===== config.mk =====
export PLATFORM = sky130hd
export DESIGN_NAME = cpsr_unit_flat
export DESIGN_NICKNAME = d
export VERILOG_FILES = /design/src/rtl/cpu_pkg.sv /design/src/rtl/cpsr_unit_if.sv /design/src/rtl/cpsr_unit_cond_eval.sv /design/src/rtl/cpsr_unit.sv /design/src/flat_wrapper.sv
export SDC_FILE = /design/constraint.sdc
export NUM_CORES = 1
export LEC_CHECK = 0
export ABC_AREA = 1
export BUFFER_PORTS_ARGS = -buffer_cell sky130_fd_sc_hd__buf_2
export CELL_PAD_IN_SITES_DETAIL_PLACEMENT = 1
export CELL_PAD_IN_SITES_GLOBAL_PLACEMENT = 2
export CORE_MARGIN = 2
export CORE_UTILIZATION = 27
export CTS_CLUSTER_SIZE = 30
export DETAILED_ROUTE_END_ITERATION = 12
export HOLD_SLACK_MARGIN = 0.03
export PLACE_DENSITY_LB_ADDON = 0.1
export SYNTH_ARGS = -nofsm -noshare
export SYNTH_HDL_FRONTEND = slang
export SYNTH_SLANG_ARGS = --single-unit

===== constraint.sdc =====
create_clock -name clk -period 4.19 [get_ports clk]
set_input_delay 0.2095 -clock clk [delete_from_list [all_inputs] [get_ports clk]]
set_output_delay 0.2095 -clock clk [all_outputs]
set_load 0.005 [all_outputs]

===== src/rtl/cpu_pkg.sv =====
// Shared CPU definitions: CPSR flag positions, condition codes and the flags type.
package cpu_pkg;

   localparam int unsigned FLAG_N   = 31;
   localparam int unsigned FLAG_Z   = 30;
   localparam int unsigned FLAG_C   = 29;
   localparam int unsigned FLAG_V   = 28;
   localparam int unsigned FLAG_LSB = FLAG_V;

   // Positions of each flag inside a packed 4-bit flags word
   localparam int unsigned FI_N = FLAG_N - FLAG_LSB;
   localparam int unsigned FI_Z = FLAG_Z - FLAG_LSB;
   localparam int unsigned FI_C = FLAG_C - FLAG_LSB;
   localparam int unsigned FI_V = FLAG_V - FLAG_LSB;

   typedef logic [3:0] flags_t;

   typedef enum logic [3:0] {
      COND_EQ = 4'h0, COND_NE = 4'h1, COND_CS = 4'h2, COND_CC = 4'h3,
      COND_MI = 4'h4, COND_PL = 4'h5, COND_VS = 4'h6, COND_VC = 4'h7,
      COND_HI = 4'h8, COND_LS = 4'h9, COND_GE = 4'hA, COND_LT = 4'hB,
      COND_GT = 4'hC, COND_LE = 4'hD, COND_AL = 4'hE, COND_NV = 4'hF
   } cond_t;

endpackage


===== src/rtl/cpsr_unit_if.sv =====
// Flag-producer / condition-consumer bundle between EXE, branch logic and cpsr_unit.
interface cpsr_unit_if;

   logic [31:0] wr_cpsr_val;
   logic        wr_cpsr_en;
   logic [3:0]  cond;
   logic        cond_valid;
   logic        push;
   logic        pop;
   logic [31:0] cpsr;
   logic        take;
   logic        take_valid;
   logic        stack_full;
   logic        stack_empty;
   logic        stack_err;

   modport master (
      output wr_cpsr_val, wr_cpsr_en, cond, cond_valid, push, pop,
      input  cpsr, take, take_valid, stack_full, stack_empty, stack_err
   );

   modport slave (
      input  wr_cpsr_val, wr_cpsr_en, cond, cond_valid, push, pop,
      output cpsr, take, take_valid, stack_full, stack_empty, stack_err
   );

endinterface


===== src/rtl/cpsr_unit_cond_eval.sv =====
// Combinational branch-condition evaluator; shared with decode for static prediction.
module cond_eval
   import cpu_pkg::*;
(
   input  flags_t     flags,
   input  logic [3:0] cond,
   output logic       take
);

   logic n, z, c, v;

   always_comb begin
      n    = flags[FI_N];
      z    = flags[FI_Z];
      c    = flags[FI_C];
      v    = flags[FI_V];
      take = 1'b0;
      case (cond)
         COND_EQ: take = z;
         COND_NE: take = ~z;
         COND_CS: take = c;
         COND_CC: take = ~c;
         COND_MI: take = n;
         COND_PL: take = ~n;
         COND_VS: take = v;
         COND_VC: take = ~v;
         COND_HI: take = c & ~z;
         COND_LS: take = ~c | z;
         COND_GE: take = (n == v);
         COND_LT: take = (n != v);
         COND_GT: take = ~z & (n == v);
         COND_LE: take = z | (n != v);
         COND_AL: take = 1'b1;
         COND_NV: take = 1'b0;
         default: take = 1'b0;
      endcase
   end

endmodule


===== src/rtl/cpsr_unit.sv =====
// Architectural CPSR flags with forwarded condition evaluation and an
// interrupt save/restore stack of flag words.
module cpsr_unit
   import cpu_pkg::*;
#(
   parameter int unsigned DEPTH = 4
) (
   input  logic        clk,
   input  logic        rst_n,
   cpsr_unit_if.slave  cpsr_bus
);

   localparam int unsigned SPW  = $clog2(DEPTH + 1);
   localparam int unsigned IDXW = $clog2(DEPTH);

   flags_t          flags_q, flags_d, ef;
   flags_t          stack_q [DEPTH];
   logic [SPW-1:0]  sp_q, sp_d, sp_m1;
   logic [IDXW-1:0] wr_idx, rd_idx;
   logic            take_q, take_d, take_valid_q;
   logic            full_q, empty_q, err_q, err_d;
   logic            do_push, do_pop, cond_take;
   logic            unused_val_bits;

   assign unused_val_bits = ^cpsr_bus.wr_cpsr_val[FLAG_LSB-1:0];

   // Same-cycle forwarding of a flag write into evaluation and push
   assign ef = cpsr_bus.wr_cpsr_en ? cpsr_bus.wr_cpsr_val[FLAG_N:FLAG_V] : flags_q;

   cond_eval u_cond_eval (
      .flags (ef),
      .cond  (cpsr_bus.cond),
      .take  (cond_take)
   );

   always_comb begin
      do_push = cpsr_bus.push & ~cpsr_bus.pop & ~full_q;
      do_pop  = cpsr_bus.pop & ~cpsr_bus.push & ~empty_q;
      err_d   = (cpsr_bus.push & cpsr_bus.pop) | (cpsr_bus.push & full_q) |
                (cpsr_bus.pop & empty_q);
      sp_m1   = sp_q - SPW'(1);
      wr_idx  = sp_q[IDXW-1:0];
      rd_idx  = sp_m1[IDXW-1:0];

      sp_d = sp_q;
      if (do_push)
         sp_d = sp_q + SPW'(1);
      else if (do_pop)
         sp_d = sp_m1;

      // A legal pop overrides any concurrent flag write
      flags_d = flags_q;
      if (do_pop)
         flags_d = stack_q[rd_idx];
      else if (cpsr_bus.wr_cpsr_en)
         flags_d = cpsr_bus.wr_cpsr_val[FLAG_N:FLAG_V];

      take_d = cpsr_bus.cond_valid ? cond_take : take_q;
   end

   always_ff @(posedge clk or negedge rst_n) begin
      if (!rst_n) begin
         flags_q      <= '0;
         sp_q         <= '0;
         take_q       <= 1'b0;
         take_valid_q <= 1'b0;
         full_q       <= 1'b0;
         empty_q      <= 1'b1;
         err_q        <= 1'b0;
      end else begin
         flags_q      <= flags_d;
         sp_q         <= sp_d;
         take_q       <= take_d;
         take_valid_q <= cpsr_bus.cond_valid;
         full_q       <= (sp_d == SPW'(DEPTH));
         empty_q      <= (sp_d == '0);
         err_q        <= err_d;
      end
   end

   always_ff @(posedge clk) begin
      if (do_push)
         stack_q[wr_idx] <= ef;
   end

   assign cpsr_bus.cpsr        = {flags_q, {FLAG_LSB{1'b0}}};
   assign cpsr_bus.take        = take_q;
   assign cpsr_bus.take_valid  = take_valid_q;
   assign cpsr_bus.stack_full  = full_q;
   assign cpsr_bus.stack_empty = empty_q;
   assign cpsr_bus.stack_err   = err_q;

endmodule


===== src/flat_wrapper.sv =====
// flat-port wrapper written by rule: the top's interface ports become plain ports
module cpsr_unit_flat import cpu_pkg::*;
#(
   parameter int unsigned DEPTH = 4
)
  (clk, rst_n, cpsr_bus_wr_cpsr_val, cpsr_bus_wr_cpsr_en, cpsr_bus_cond, cpsr_bus_cond_valid, cpsr_bus_push, cpsr_bus_pop, cpsr_bus_cpsr, cpsr_bus_take, cpsr_bus_take_valid, cpsr_bus_stack_full, cpsr_bus_stack_empty, cpsr_bus_stack_err);
  cpsr_unit_if cpsr_bus_i ();
  input  logic clk;
  input  logic rst_n;
  input wire logic [$bits(cpsr_bus_i.wr_cpsr_val)-1:0] cpsr_bus_wr_cpsr_val;
  input wire logic [$bits(cpsr_bus_i.wr_cpsr_en)-1:0] cpsr_bus_wr_cpsr_en;
  input wire logic [$bits(cpsr_bus_i.cond)-1:0] cpsr_bus_cond;
  input wire logic [$bits(cpsr_bus_i.cond_valid)-1:0] cpsr_bus_cond_valid;
  input wire logic [$bits(cpsr_bus_i.push)-1:0] cpsr_bus_push;
  input wire logic [$bits(cpsr_bus_i.pop)-1:0] cpsr_bus_pop;
  output wire logic [$bits(cpsr_bus_i.cpsr)-1:0] cpsr_bus_cpsr;
  output wire logic [$bits(cpsr_bus_i.take)-1:0] cpsr_bus_take;
  output wire logic [$bits(cpsr_bus_i.take_valid)-1:0] cpsr_bus_take_valid;
  output wire logic [$bits(cpsr_bus_i.stack_full)-1:0] cpsr_bus_stack_full;
  output wire logic [$bits(cpsr_bus_i.stack_empty)-1:0] cpsr_bus_stack_empty;
  output wire logic [$bits(cpsr_bus_i.stack_err)-1:0] cpsr_bus_stack_err;
  assign cpsr_bus_i.wr_cpsr_val = cpsr_bus_wr_cpsr_val;
  assign cpsr_bus_i.wr_cpsr_en = cpsr_bus_wr_cpsr_en;
  assign cpsr_bus_i.cond = cpsr_bus_cond;
  assign cpsr_bus_i.cond_valid = cpsr_bus_cond_valid;
  assign cpsr_bus_i.push = cpsr_bus_push;
  assign cpsr_bus_i.pop = cpsr_bus_pop;
  assign cpsr_bus_cpsr = cpsr_bus_i.cpsr;
  assign cpsr_bus_take = cpsr_bus_i.take;
  assign cpsr_bus_take_valid = cpsr_bus_i.take_valid;
  assign cpsr_bus_stack_full = cpsr_bus_i.stack_full;
  assign cpsr_bus_stack_empty = cpsr_bus_i.stack_empty;
  assign cpsr_bus_stack_err = cpsr_bus_i.stack_err;
  cpsr_unit #(.DEPTH(DEPTH)) u_core (.clk(clk), .rst_n(rst_n), .cpsr_bus(cpsr_bus_i));
endmodule

==> flow_metrics.py <==
metrics = {
    "run_status": {
        "outcome": "complete, no violations",
    },
    "logic_synthesis": {
        "synth.distinct_cells": 29,
        "ys_ff_latch": 28,
        "synth_flop_cell": "edfxtp_1",
        "synth_top_area_share_pct": 28.5,
        "synth-async-reset-ratio_pct": 42.9,
        "yosys-top-cells-area": "edfxtp_1, dfrtp_1, buf_4, nand2_1, inv_1",
        "netlist_area_um2": 1690,
        "synth_common_cells": "nand2_1, buf_4, inv_1",
        "syn_inst": 196,
        "synth_enable_flop_cells": 16,
        "seq_area_frac_synth_pct": 46.3,
        "yosys.area.top_type": "edfxtp_1",
        "synth.most_common_cell": "nand2_1",
        "yosysWarnings": 0,
        "syn_avg_cell_area_um2": 8.61,
    },
    "detailed_routing": {
        "route.vias.total": 1241,
        "detail_route.vias_per_cell": 4.21,
        "met3_length_um": 89,
        "wl_met2_um": 2010,
        "drt-initial-drc-count": 28,
        "drt-total-wl_um": 4020,
        "route.top_layer_used": "met4",
        "ant_nets": 0,
        "drc": 0,
        "routedLengthMet1_um": 1810,
        "dr.pass1.iters": 3,
        "wl_per_cell_um": 13.6,
    },
    "die": {
        "ioPinCount": 79,
        "die_area_um2": 6900,
        "row_count": 28,
        "coreArea_um2": 5990,
        "die_w_um": 83.1,
        "start_util_pct": 28.2,
        "die_h_um": 83.1,
    },
    "pwr": {
        "sw_frac_of_total_pct": 38.0,
        "p_per_area_nw_per_um2": 535,
        "leakage_nw": 0.904,
        "switchingPower_mw": 0.376,
        "peakVddDrop_mv": 0.184,
        "pwr-share-clk_pct": 21.7,
        "seqPwrFrac_pct": 40.6,
        "intPower_mw": 0.613,
        "pwr-share-comb_pct": 37.7,
    },
    "timing": {
        "clock_skew_ns": 0.00750,
        "tns_ns": 0,
        "fmax_mhz": 506,
        "finalCritPeriodShare_pct": 47.2,
        "rsz0062_at_grt": "false",
        "whs_ns": 0.0454,
        "finalHoldViolCount": 0,
        "worst_slack_ns": 2.21,
        "drv_slew": 0,
        "setup_viol": 0,
        "fin_crit_ns": 1.98,
    },
    "worst_setup_path": {
        "cp.required_ns": 4.40,
        "critPathCaptureType": "flop",
        "cp_slowest_stage_delay_ns": 0.59,
        "cp_num_buf_inv": 2,
        "critPathMaxFanout": 11,
        "crit_family": "flip-flops",
        "worstSetupStartpointType": "flop",
        "setup.worst_path.class": "reg2reg",
        "critPathSlowestCell": "dfrtp_1",
        "crit_arrival_ns": 2.19,
        "path_cells": "inv_2 > ha_1 > inv_1 > o221ai_1 > or2_1 > nor2_1",
    },
    "clock_network": {
        "clkTransAtPathRegs_ns": 0.09,
        "cts.sinks": 28,
        "post_cts_buffers": 0,
        "tritoncts": "yes",
        "clock-root-buffer": "clkbuf_8",
        "h-tree-depth": 1,
        "cts_resized": 0,
        "cts_hold_buf": 1,
        "clockBufferDepth": 2,
        "cts_buffers": 3,
        "clock_latency_ns": 0.28,
    },
    "place": {
        "gp_congestion": 0.716,
        "dpl.cell_count": 290,
        "numPortBuffers": 22,
        "pre_cts_ws_ns": 2.15,
        "post-dp-hpwl_um": 3200,
    },
    "finish": {
        "drive_gt1_share_pct": 20.5,
        "fillers": 737,
        "num_antenna_cells": 0,
        "nets": 267,
        "final_cells": 295,
        "area_growth_pct": 9.49,
    },
    "global_route": {
        "grt_overflow": 0,
        "grt_use_total_pct": 12.0,
        "grt_pass1_wl_um": 6600,
        "grt_pass1_vias": 1312,
        "grt_max_degree": 17,
        "antenna_found_initial": 0,
    },
    "worst_hold_path": {
        "hp-class": "in2reg",
    },
    "job": {
        "drv_cap": 0,
    },
}
## placed cells by master (no fill, tap or decap), types with 2 or more instances in the layout
cell      count
conb_1       28
edfxtp_1     16
nand2_2       7
inv_1        22
xor2_1        2
nand2_1      39
dfrtp_1      11
ha_1          4
nor2_2        2
inv_2         3
a21oi_1       3
nor2_1       21
o21ai_1       2
clkbuf_8      3
nand2_4       2
o22ai_1       4
buf_2        22
nand3_1       5
o21ai_0      13
## routing by layer
metal  vias to the layer above  track usage [%]
met2                        26             20.7
met5                         -                0
met4                         0             6.11
li1                        611                -
met1                       594             14.8
met3                        10             1.39
## cells by family after synthesis
group,count (synthesis),synth area share [%]
compound gates,26,8.90
xor+xnor,3,2.00
fa+ha+maj,4,2.97
buf+inv,56,19.3
flops,28,46.3
other cells,1,0.222
simple gates,78,20.2
## final timing paths
check | endpoint | slack (ns) | start | cells after the start
max reg2reg | u_core.cpsr_bus.stack_empty$_DFF_PN1_ | 2.21 | u_core.sp_q[0]$_DFF_PN0_ | 6
min in group asynchronous | u_core.flags_q[1]$_DFF_PN0_ | 0.36 | rst_n | 2
max in group asynchronous | u_core.cpsr_bus.stack_empty$_DFF_PN1_ | 3.55 | rst_n | 2
max | u_core.cpsr_bus.stack_empty$_DFF_PN1_ | 2.21 | u_core.sp_q[0]$_DFF_PN0_ | 6
min | u_core.cpsr_bus.take_valid$_DFF_PN0_ | 0.05 | cpsr_bus_cond_valid | 1
min reg2reg | u_core.sp_q[2]$_DFF_PN0_ | 0.49 | u_core.sp_q[2]$_DFF_PN0_ | 1
## through the flow
stage	power [mW]	utilization [%]	instance area, um2
floorplan	0.671	-	1790
global placement	0.776	29.5	1770
detailed placement	0.792	29.5	1770
CTS	1.01	30.8	1850
global route	1.08	30.8	1850
finish	0.989	30.8	1850
## layout make-up
class	count	area, um2	share of cell area [%]
Multi-Input combinational cell	139	681	36.8
Clock buffer	3	41.3	2.23
Tap cell	75	93.8	5.08
Clock inverter	1	30.0	1.62
Timing Repair Buffer	23	120	6.50
Sequential cell	28	782	42.3
Inverter	26	100	5.42
## power groups by stage
stage | sequential (mW) | combinational (mW) | clock, mW
2_1_floorplan | 0.390 | 0.282 | 0
3_5_place_dp | 0.409 | 0.382 | 0
5_1_grt | 0.410 | 0.434 | 0.232
6_report | 0.401 | 0.373 | 0.214
4_1_cts | 0.404 | 0.384 | 0.224
3_3_place_gp | 0.406 | 0.370 | 0
## flip-flops by register name, indices dropped and copies added (netlist names)
register                     flops
u_core.cpsr_bus.stack_full       1
u_core.sp_q                      3
u_core.cpsr_bus.stack_empty      1
u_core.cpsr_bus.take             1
u_core.stack_q                  16
u_core.flags_q                   4
u_core.cpsr_bus.take_valid       1
u_core.cpsr_bus.stack_err        1
(Power assumes the default switching activity.)
